File: src/rtl/javk_fetch.sv
// Instruction-fetch front end for the JAVK CPU: single-outstanding memory
// fetch into a DEPTH-entry prefetch queue. Define JAVK_FETCH_PERF_EN for perf counters.
module javk_fetch #(
  parameter int unsigned   AW       = 16,
  parameter int unsigned   DW       = 8,
  parameter int unsigned   DEPTH    = 4,
  parameter logic [AW-1:0] RESET_PC = '0
) (
  input  logic          clk,
  input  logic          rst,
  input  logic          redirect,
  input  logic [AW-1:0] redirect_pc,
  input  logic          bus_grant,
  output logic          mem_req,
  output logic [AW-1:0] mem_addr,
  input  logic          mem_valid,
  input  logic [DW-1:0] mem_rdata,
  output logic          instr_valid,
  input  logic          instr_ready,
  output logic [DW-1:0] instr_data,
  output logic [AW-1:0] instr_pc,
  output logic [AW-1:0] fetch_pc
`ifdef JAVK_FETCH_PERF_EN
  ,
  output logic [15:0]   perf_fetched,
  output logic [15:0]   perf_flushed
`endif
);

  localparam int unsigned PW = $clog2(DEPTH);
  localparam logic [PW:0] FULL_CNT = (PW+1)'(DEPTH);

  typedef enum logic [1:0] {IDLE, WAIT, DISCARD} state_e;

  state_e        state_q, state_d;
  logic [DW-1:0] data_q [DEPTH];
  logic [AW-1:0] pc_q   [DEPTH];
  logic [PW-1:0] rd_ptr_q, rd_ptr_d, wr_ptr_q, wr_ptr_d;
  logic [PW:0]   count_q, count_d, cnt_next;
  logic [AW-1:0] fetch_pc_q, fetch_pc_d, mem_addr_q, mem_addr_d;
  logic          mem_req_q, mem_req_d;
  logic          resp_keep, push, pop, issue;

  assign instr_valid = (count_q != '0);
  assign instr_data  = data_q[rd_ptr_q];
  assign instr_pc    = pc_q[rd_ptr_q];
  assign fetch_pc    = fetch_pc_q;
  assign mem_req     = mem_req_q;
  assign mem_addr    = mem_addr_q;

  always_comb begin
    resp_keep = (state_q == WAIT) && mem_valid;
    pop       = instr_valid && instr_ready && !redirect;
    push      = resp_keep && !redirect;
    cnt_next  = count_q + (PW+1)'(push) - (PW+1)'(pop);
    // Issue uses the post-push/pop occupancy so a full queue can refill in the pop cycle
    issue     = !redirect && bus_grant && ((state_q == IDLE) || resp_keep) &&
                (cnt_next < FULL_CNT);

    state_d    = state_q;
    fetch_pc_d = push ? fetch_pc_q + AW'(1) : fetch_pc_q;
    rd_ptr_d   = pop  ? rd_ptr_q + PW'(1)   : rd_ptr_q;
    wr_ptr_d   = push ? wr_ptr_q + PW'(1)   : wr_ptr_q;
    count_d    = cnt_next;

    case (state_q)
      WAIT:    if (mem_valid) state_d = IDLE;
               else if (redirect) state_d = DISCARD;
      DISCARD: if (mem_valid) state_d = IDLE;
      default: state_d = IDLE;
    endcase
    if (issue) state_d = WAIT;

    if (redirect) begin
      count_d    = '0;
      rd_ptr_d   = '0;
      wr_ptr_d   = '0;
      fetch_pc_d = redirect_pc;
    end

    // Back-to-back issue must fetch the byte after the one just pushed
    mem_req_d  = issue;
    mem_addr_d = issue ? fetch_pc_d : mem_addr_q;
  end

  always_ff @(posedge clk) begin
    if (rst) begin
      state_q    <= IDLE;
      rd_ptr_q   <= '0;
      wr_ptr_q   <= '0;
      count_q    <= '0;
      fetch_pc_q <= RESET_PC;
      mem_req_q  <= 1'b0;
      mem_addr_q <= '0;
      for (int unsigned i = 0; i < DEPTH; i++) begin
        data_q[i] <= '0;
        pc_q[i]   <= '0;
      end
    end else begin
      state_q    <= state_d;
      rd_ptr_q   <= rd_ptr_d;
      wr_ptr_q   <= wr_ptr_d;
      count_q    <= count_d;
      fetch_pc_q <= fetch_pc_d;
      mem_req_q  <= mem_req_d;
      mem_addr_q <= mem_addr_d;
      if (push) begin
        data_q[wr_ptr_q] <= mem_rdata;
        pc_q[wr_ptr_q]   <= fetch_pc_q;
      end
    end
  end

`ifdef JAVK_FETCH_PERF_EN
  logic [15:0] perf_fetched_q, perf_fetched_d, perf_flushed_q, perf_flushed_d;

  always_comb begin
    perf_fetched_d = perf_fetched_q;
    perf_flushed_d = perf_flushed_q;
    if (push && (perf_fetched_q != '1)) perf_fetched_d = perf_fetched_q + 16'd1;
    if (redirect && (perf_flushed_q != '1)) perf_flushed_d = perf_flushed_q + 16'd1;
  end

  always_ff @(posedge clk) begin
    if (rst) begin
      perf_fetched_q <= '0;
      perf_flushed_q <= '0;
    end else begin
      perf_fetched_q <= perf_fetched_d;
      perf_flushed_q <= perf_flushed_d;
    end
  end

  assign perf_fetched = perf_fetched_q;
  assign perf_flushed = perf_flushed_q;
`endif

endmodule

File: config.mk
export PLATFORM = sky130hd
export DESIGN_NAME = javk_fetch
export DESIGN_NICKNAME = d
export VERILOG_FILES = /design/src/rtl/javk_fetch.sv
export SDC_FILE = /design/constraint.sdc
export NUM_CORES = 1
export LEC_CHECK = 0
export CAP_MARGIN = 5
export CELL_PAD_IN_SITES_DETAIL_PLACEMENT = 0
export CELL_PAD_IN_SITES_GLOBAL_PLACEMENT = 2
export CORE_MARGIN = 2
export CORE_UTILIZATION = 39
export CTS_BUF_LIST = sky130_fd_sc_hd__clkbuf_8
export DETAILED_ROUTE_END_ITERATION = 16
export GPL_TIMING_DRIVEN = 0
export PLACE_DENSITY = 0.83
export SLEW_MARGIN = 20
export SYNTH_ARGS = -nofsm -noshare
export SYNTH_HDL_FRONTEND = slang
export SYNTH_SLANG_ARGS = --single-unit
File: constraint.sdc
create_clock -name clk -period 3.34 [get_ports clk]
set_input_delay 0.668 -clock clk [delete_from_list [all_inputs] [get_ports clk]]
set_output_delay 0.668 -clock clk [all_outputs]
set_load 0.005 [all_outputs]
==> flow_metrics.py, run 1 <==
metrics = {
    "status": {
        "run_status": "complete, no violations",
    },
    "placement": {
        "io_buffers": 86,
        "dpl.hpwl_um": 10070,
        "gp_congestion": 0.7721,
        "dp_slack_ns": -0.9033,
        "placed_cell_area_sq_um": 7338,
        "place_inst": 761,
    },
    "global_route": {
        "grt_start_max_net_pins": 25,
        "grt_usage_pct": 18.49,
        "antenna_found_initial": 0,
        "grt_pass1_vias": 4163,
        "grt_pass1_wl_um": 22960,
        "overflow": 0,
    },
    "finish": {
        "area_delta_synth_final_pct": 27.98,
        "layout.nets": 608,
        "drive_above_1_share_pct": 14.31,
        "fillers": 1386,
        "stdcell_count": 798,
        "final_area_sq_um": 7851,
        "antenna_cells": 0,
    },
    "drt": {
        "first_iter_violations": 244,
        "wl_per_cell_um": 18.43,
        "wl_um": 14710,
        "first_pass_iters": 4,
        "vias": 3988,
        "route.detailed.drc": 0,
        "via_per_inst": 4.997,
        "postRouteAntennaNets": 0,
    },
    "cts": {
        "numClockSinks": 140,
        "cts_tree": "done",
        "cts_made_buffers": 17,
        "root_buffer": "clkbuf_8",
        "cts_buffer_depth": 2,
        "cts.reportedPaths.clkPinSlew_ns": 0.08,
        "clk_latency_ns": 0.45,
        "ctsHoldBuffers": 0,
        "h-tree-depth": 4,
    },
    "yosys": {
        "syn_inst": 462,
        "synth_ff_type": "edfxtp_1",
        "avgSynthCellArea_sq_um": 13.28,
        "synth_edf_count": 96,
        "synthesis.area_sq_um": 6135,
        "ys_ff_latch": 140,
        "yosys_warnings": 0,
        "async_flop_share_pct": 0,
        "syn_nets": 496,
        "synthDistinctLibCells": 46,
        "synth-seq-area-share_pct": 61.35,
    },
    "worst_setup_path": {
        "crit_fanout": 10,
        "worst_path_max_delay_cell": "clkbuf_1",
        "arrival_ns": 2.51,
        "path_cells": "buf_1 -> clkbuf_1 -> mux4_2 -> clkdlybuf4s50_1",
        "max_stage_delay_ns": 0.53,
        "crit_required_ns": 2.67,
        "reg2reg_depth": 13,
        "critPathKind": "flop to primary output",
        "crit_path_end_kind": "primary output",
        "cp-start-kind": "flop",
    },
    "sta": {
        "tightest_slew_ns": 0.7442,
        "max_clock_freq_mhz": 314.7,
        "setup_ws_ns": 0.1621,
        "min_period_over_period_pct": 95.15,
        "slew_headroom_pct": 50.39,
        "fin_skew_ns": 0.01306,
        "period_minus_slack_ns": 3.178,
        "final-setup-viol-count": 0,
        "rsz0062_at_grt": "false",
        "hold_viol_final": 0,
        "slew_violations": 0,
    },
    "floorplanning": {
        "row_count": 45,
        "dieWidth_um": 129.4,
        "die_h_um": 129.4,
        "start_util_pct": 40.06,
        "core_area_sq_um": 15310,
        "fp.dieArea_sq_um": 16750,
        "pin_count": 88,
    },
    "flow_run": {
        "drv_cap": 0,
    },
    "power_and_ir_drop": {
        "vdd_ir_drop_max_uv": 235.4,
        "power.density_nw_per_um2": 479.7,
        "leakagePower_nw": 3.000,
        "finalPower_mw": 3.766,
    },
    "min_path": {
        "min_path_cells": 1,
        "hold_class": "flop to flop",
    },
}
state kept, by name (all words and copies together) (netlist names), named ones only:
name	cells
count_q	3
data_q	32
fetch_pc	16
mem_addr	16
mem_req	1
pc_q	64
rd_ptr_q	2
state_q	2
wr_ptr_q	2
routing by layer:
metal / up-vias / global-route usage [%] / wire (um)
met4: 0 / 5.313 / 102
met5: - / 0 / 0
met1: 1934 / 24.19 / 6705
met2: 116 / 30.77 / 6987
met3: 8 / 4.624 / 911
li1: 1930 / - / -
logic make-up after synthesis:
group	Yosys count	share of synthesized area [%]
adder cells (fa/ha/maj)	4	0.9383
XOR/XNOR	16	2.284
multiplexers	29	9.627
buffers and inverters	45	3.059
AND/OR/NAND/NOR	194	18.46
flip-flops	140	61.35
AO/OA/AOI/OAI	34	4.283
timing repair:
item	in CTS	in global routing
setup buffers	2	3
pin swaps	2	3
gates resized for setup	11	8
cloned	1	0
endpoints found under the setup margin	36	27
critical path: cells and delay by family (launching register included):
family | cells | cell delay (ns)
flip-flops | 1 | 0.32
multiplexers | 1 | 0.43
buffers and inverters | 3 | 1.31
stage by stage:
step                TNS [ns]  utilization, %  hold slack [ns]
floorplan                  0               -           0.4558
global placement      -56.68           47.40           0.4545
global route               0           51.27           0.4917
CTS                        0           51.02           0.4802
detailed placement    -14.46           47.92           0.4465
finish                     0           51.27           0.4784
cell usage after synthesis, types with 2 or more instances:
cell	count	area, sq um
and4_1	2	17.52
nor3_1	11	55.05
a22o_1	4	35.03
mux2i_1	5	50.05
o2bb2ai_1	10	87.58
nand4_1	6	37.54
nor4_1	3	18.77
nor2_1	33	123.9
ha_1	3	37.54
buf_2	7	35.03
clkbuf_1	25	93.84
xor2_1	7	61.31
nor3b_1	3	22.52
nand2b_1	6	37.54
mux4_2	24	540.5
inv_1	10	37.54
dfxtp_1	44	880.8
nor2b_1	8	50.05
edfxtp_1	96	2883
nand3_1	7	35.03
and3b_1	2	17.52
xnor2_1	9	78.83
o21bai_1	2	15.01
a211oi_1	2	15.01
and2_1	53	331.6
nand2_1	6	22.52
a21oi_1	8	40.04
and3_1	48	300.3
worst paths after layout:
check	start	end	slack, ns
worst min-delay path	mem_addr[0]	mem_addr[0]	0.48
worst max register to register	count_q[1]	mem_addr[10]	0.31
worst max-delay path	flop	instr_pc[2]	0.16
worst min register to register	mem_addr[0]	mem_addr[0]	0.48
final cells by class:
cell class | count | area, sq um | area share (%)
timing repair buffer | 94 | 959.7 | 12.22
clock buffer | 17 | 234.0 | 2.980
inverter | 11 | 43.79 | 0.5578
multi-input combinational | 277 | 2226 | 28.35
sequential | 140 | 3764 | 47.94
buffer | 33 | 156.4 | 1.992
tap | 211 | 264.0 | 3.363
clock inverter | 15 | 203.9 | 2.598
where the power goes:
part	total, mW	switching, mW	internal, mW
combinational	0.297	0.136	0.161
sequential	1.96	0.0459	1.92
clock	1.51	0.634	0.874
total	3.77	0.816	2.95
layout by cell type, fill, tap and decap left out, types with 2 or more instances in the layout:
| cell | count |
|---|---|
| buf_4 | 10 |
| xnor2_1 | 9 |
| nand2_1 | 6 |
| clkinv_2 | 3 |
| nand4_1 | 6 |
| clkdlybuf4s50_1 | 84 |
| clkinvlp_4 | 2 |
| xor2_1 | 7 |
| nor2_1 | 32 |
| nor3_1 | 11 |
| a21oi_1 | 8 |
| bufinv_16 | 5 |
| buf_2 | 5 |
| and4_1 | 2 |
| mux4_2 | 24 |
| o2bb2ai_1 | 10 |
| a22o_1 | 4 |
| nor3b_1 | 3 |
| mux2i_1 | 5 |
| ha_1 | 3 |
| buf_16 | 2 |
| and3b_1 | 2 |
| and3_1 | 48 |
| nand3_1 | 7 |
| clkbuf_8 | 17 |
| a211oi_2 | 2 |
| and2_1 | 53 |
| clkbuf_1 | 21 |
| o21bai_4 | 2 |
| nor4_1 | 3 |
| edfxtp_1 | 96 |
| nor2b_1 | 8 |
| inv_1 | 11 |
| dfxtp_1 | 44 |
| clkinv_1 | 3 |
| nand2b_1 | 5 |
Power figures use the tool's default switching activity.
==> run 2, diff against run 1 <==
- CORE_UTILIZATION: 39 -> 42
- CTS_CLUSTER_SIZE: not set -> 30
- PLACE_DENSITY: 0.83 -> 0.89
- clock period: 3.34 -> 3.7 ns (I/O delays scaled with it)
==> flow_metrics.py, run 2 (same netlist as run 1, synthesis figures left out) <==
metrics = {
    "status": {
        "run_status": "complete, no violations",
    },
    "sta": {
        "tightest_slew_ns": 0.7157,
        "final-setup-viol-count": 0,
        "fin_skew_ns": 0.01127,
        "period_minus_slack_ns": 3.486,
        "min_period_over_period_pct": 94.21,
        "setup_tns_ns": 0,
        "hold_viol_final": 0,
        "hold-worst-slack_ns": 0.4763,
        "max_clock_freq_mhz": 286.9,
        "rsz0062_at_grt": "false",
        "slew_headroom_pct": 52.28,
        "slew_violations": 0,
    },
    "global_route": {
        "busiest_layer": "met2",
        "grt_start_max_net_pins": 25,
        "grt_use_met1_pct": 26.33,
        "use_met2_pct": 32.11,
        "antenna_found_initial": 0,
        "overflow": 0,
        "grt_usage_pct": 19.97,
        "met3_usage_pct": 5.670,
        "grt_pass1_vias": 4290,
        "grt_pass1_wl_um": 23690,
    },
    "floorplanning": {
        "fp.dieArea_sq_um": 15590,
        "core_area_sq_um": 14420,
        "die_h_um": 124.9,
        "row_count": 44,
        "dieWidth_um": 124.9,
        "start_util_pct": 42.53,
        "pin_count": 88,
    },
    "placement": {
        "gp_congestion": 0.7659,
        "dpl.hpwl_um": 10260,
        "place_inst": 734,
        "io_buffers": 86,
    },
    "worst_setup_path": {
        "r2r_start": "count_q[1]",
        "r2r-end": "mem_addr[5]",
        "path_cells": "clkdlybuf4s50_1 -> clkbuf_2 -> and3b_1 -> ha_1 -> inv_1 -> ha_1 -> fa_1 -> xnor2_1 -> xnor2_1 -> o2111a_2 -> nand2b_1 -> clkbuf_2 -> o2bb2ai_1",
        "crit_fanout": 10,
        "reg2reg_depth": 12,
        "rrSetupSlack_ns": 0.56,
        "arrival_ns": 3.85,
        "max_stage_delay_ns": 0.51,
        "worst_path_max_delay_cell": "clkdlybuf4s50_1",
        "cp-start-kind": "input port",
        "critPathKind": "input port to flop",
        "crit_required_ns": 4.07,
        "crit_path_end_kind": "flop",
        "crit_buf_inv": 4,
        "path_delay_family": "buffers and inverters",
    },
    "drt": {
        "via_per_inst": 5.301,
        "vias": 4071,
        "wl_per_cell_um": 19.29,
        "route.detailed.drc": 0,
        "first_pass_iters": 4,
        "first_iter_violations": 241,
        "postRouteAntennaNets": 0,
        "wl_um": 14810,
    },
    "finish": {
        "mostFrequentLayoutCell": "edfxtp_1",
        "antenna_cells": 0,
        "area_delta_synth_final_pct": 25.07,
        "layout.nets": 605,
        "utilization_pct": 53.19,
        "multi_input_area_sq_um": 2211,
        "top_regs": "pc_q x64, data_q x32",
        "stdcell_count": 768,
        "seq_area_sq_um": 3764,
        "largest_reg_flops": 64,
        "final_cell_mix": "edfxtp_1, clkdlybuf4s50_1, and2_1",
        "largest_register": "pc_q",
        "fillers": 1285,
        "drive_above_1_share_pct": 11.99,
    },
    "power_and_ir_drop": {
        "power.density_nw_per_um2": 410.9,
        "leakagePower_nw": 2.936,
        "vdd_ir_drop_max_uv": 209.4,
    },
    "cts": {
        "h-tree-depth": 4,
        "cts_made_buffers": 17,
        "root_buffer": "clkbuf_8",
        "ctsHoldBuffers": 0,
        "clk_latency_ns": 0.44,
        "numClockSinks": 140,
        "cts_tree": "done",
        "cts_buffer_depth": 2,
        "cts.reportedPaths.clkPinSlew_ns": 0.08,
    },
    "min_path": {
        "min_path_cells": 1,
        "min_from": "mem_addr[15]",
        "hold_class": "flop to flop",
        "holdPathEnd": "mem_addr[15]",
    },
    "flow_run": {
        "drv_cap": 0,
    },
}
## run 2: cell count changes in the layout (fill, tap and decap cells not counted), sizes merged
cell,before,now
inv,12,16
buf,19,13
clkdlybuf4s50,84,85
dlygate4sd2,1,0
clkbuf,39,42
bufinv,5,2
clkinv,7,6
## run 2: worst max path at each step
stage	start	end	slack, ns	depth (start not counted)
6_report	redirect	mem_addr[5]	0.21	13
5_1_grt	redirect	mem_addr[5]	0.002	13
4_1_cts	mem_valid	mem_addr[5]	0.06	14
3_5_place_dp	redirect	mem_addr[5]	-0.63	13
3_3_place_gp	mem_valid	pc_q[1][12]	-0.60	5
2_1_floorplan	redirect	mem_addr[1]	0.51	12
## run 2: report_power, final
part,total (mW),switching (mW),internal [mW]
clock,1.12,0.546,0.572
sequential,1.77,0.0438,1.73
combinational,0.261,0.120,0.142
total,3.15,0.710,2.44
## run 2: cell type report
type	count	area share [%]
clock inverter	15	1.533
inverter	11	0.5708
multi-input combinational	277	28.82
timing repair buffer	90	12.07
clock buffer	17	3.050
buffer	34	1.908
sequential	140	49.05
tap	184	3.001
## run 2: per-stage QoR
| stage | instance area [sq um] | total power [mW] | setup WS (ns) |
|---|---|---|---|
| global route | 7672 | 3.277 | 0.002429 |
| CTS | 7650 | 3.179 | 0.05510 |
| floorplan | 6135 | 1.902 | 0.5076 |
| detailed placement | 7296 | 2.069 | -0.6286 |
| finish | 7672 | 3.153 | 0.2142 |
| global placement | 7226 | 2.056 | -0.5968 |
## run 2: worst reg2reg max path, delay by kind of cell (launching register included)
kind                     cells  cell delay [ns]
flip-flops                   1             0.33
adder cells (fa/ha/maj)      3             0.85
AO/OA/AOI/OAI                2             0.49
buffers and inverters        2             0.26
XOR/XNOR                     2             0.37
AND/OR/NAND/NOR              3             0.77
## run 2: per-layer routing
metal | wire length, um | part of all wire [%]
met5 | 0 | 0
met4 | 256 | 1.7
met3 | 803 | 5.4
met2 | 7035 | 47
met1 | 6719 | 45
## run 2: timing repair
action / 4_1_cts / 5_1_grt
buffers inserted: 0 / 2
endpoints found under the setup margin: 12 / 11
gates resized for setup: 2 / 4
pin swaps: 0 / 1
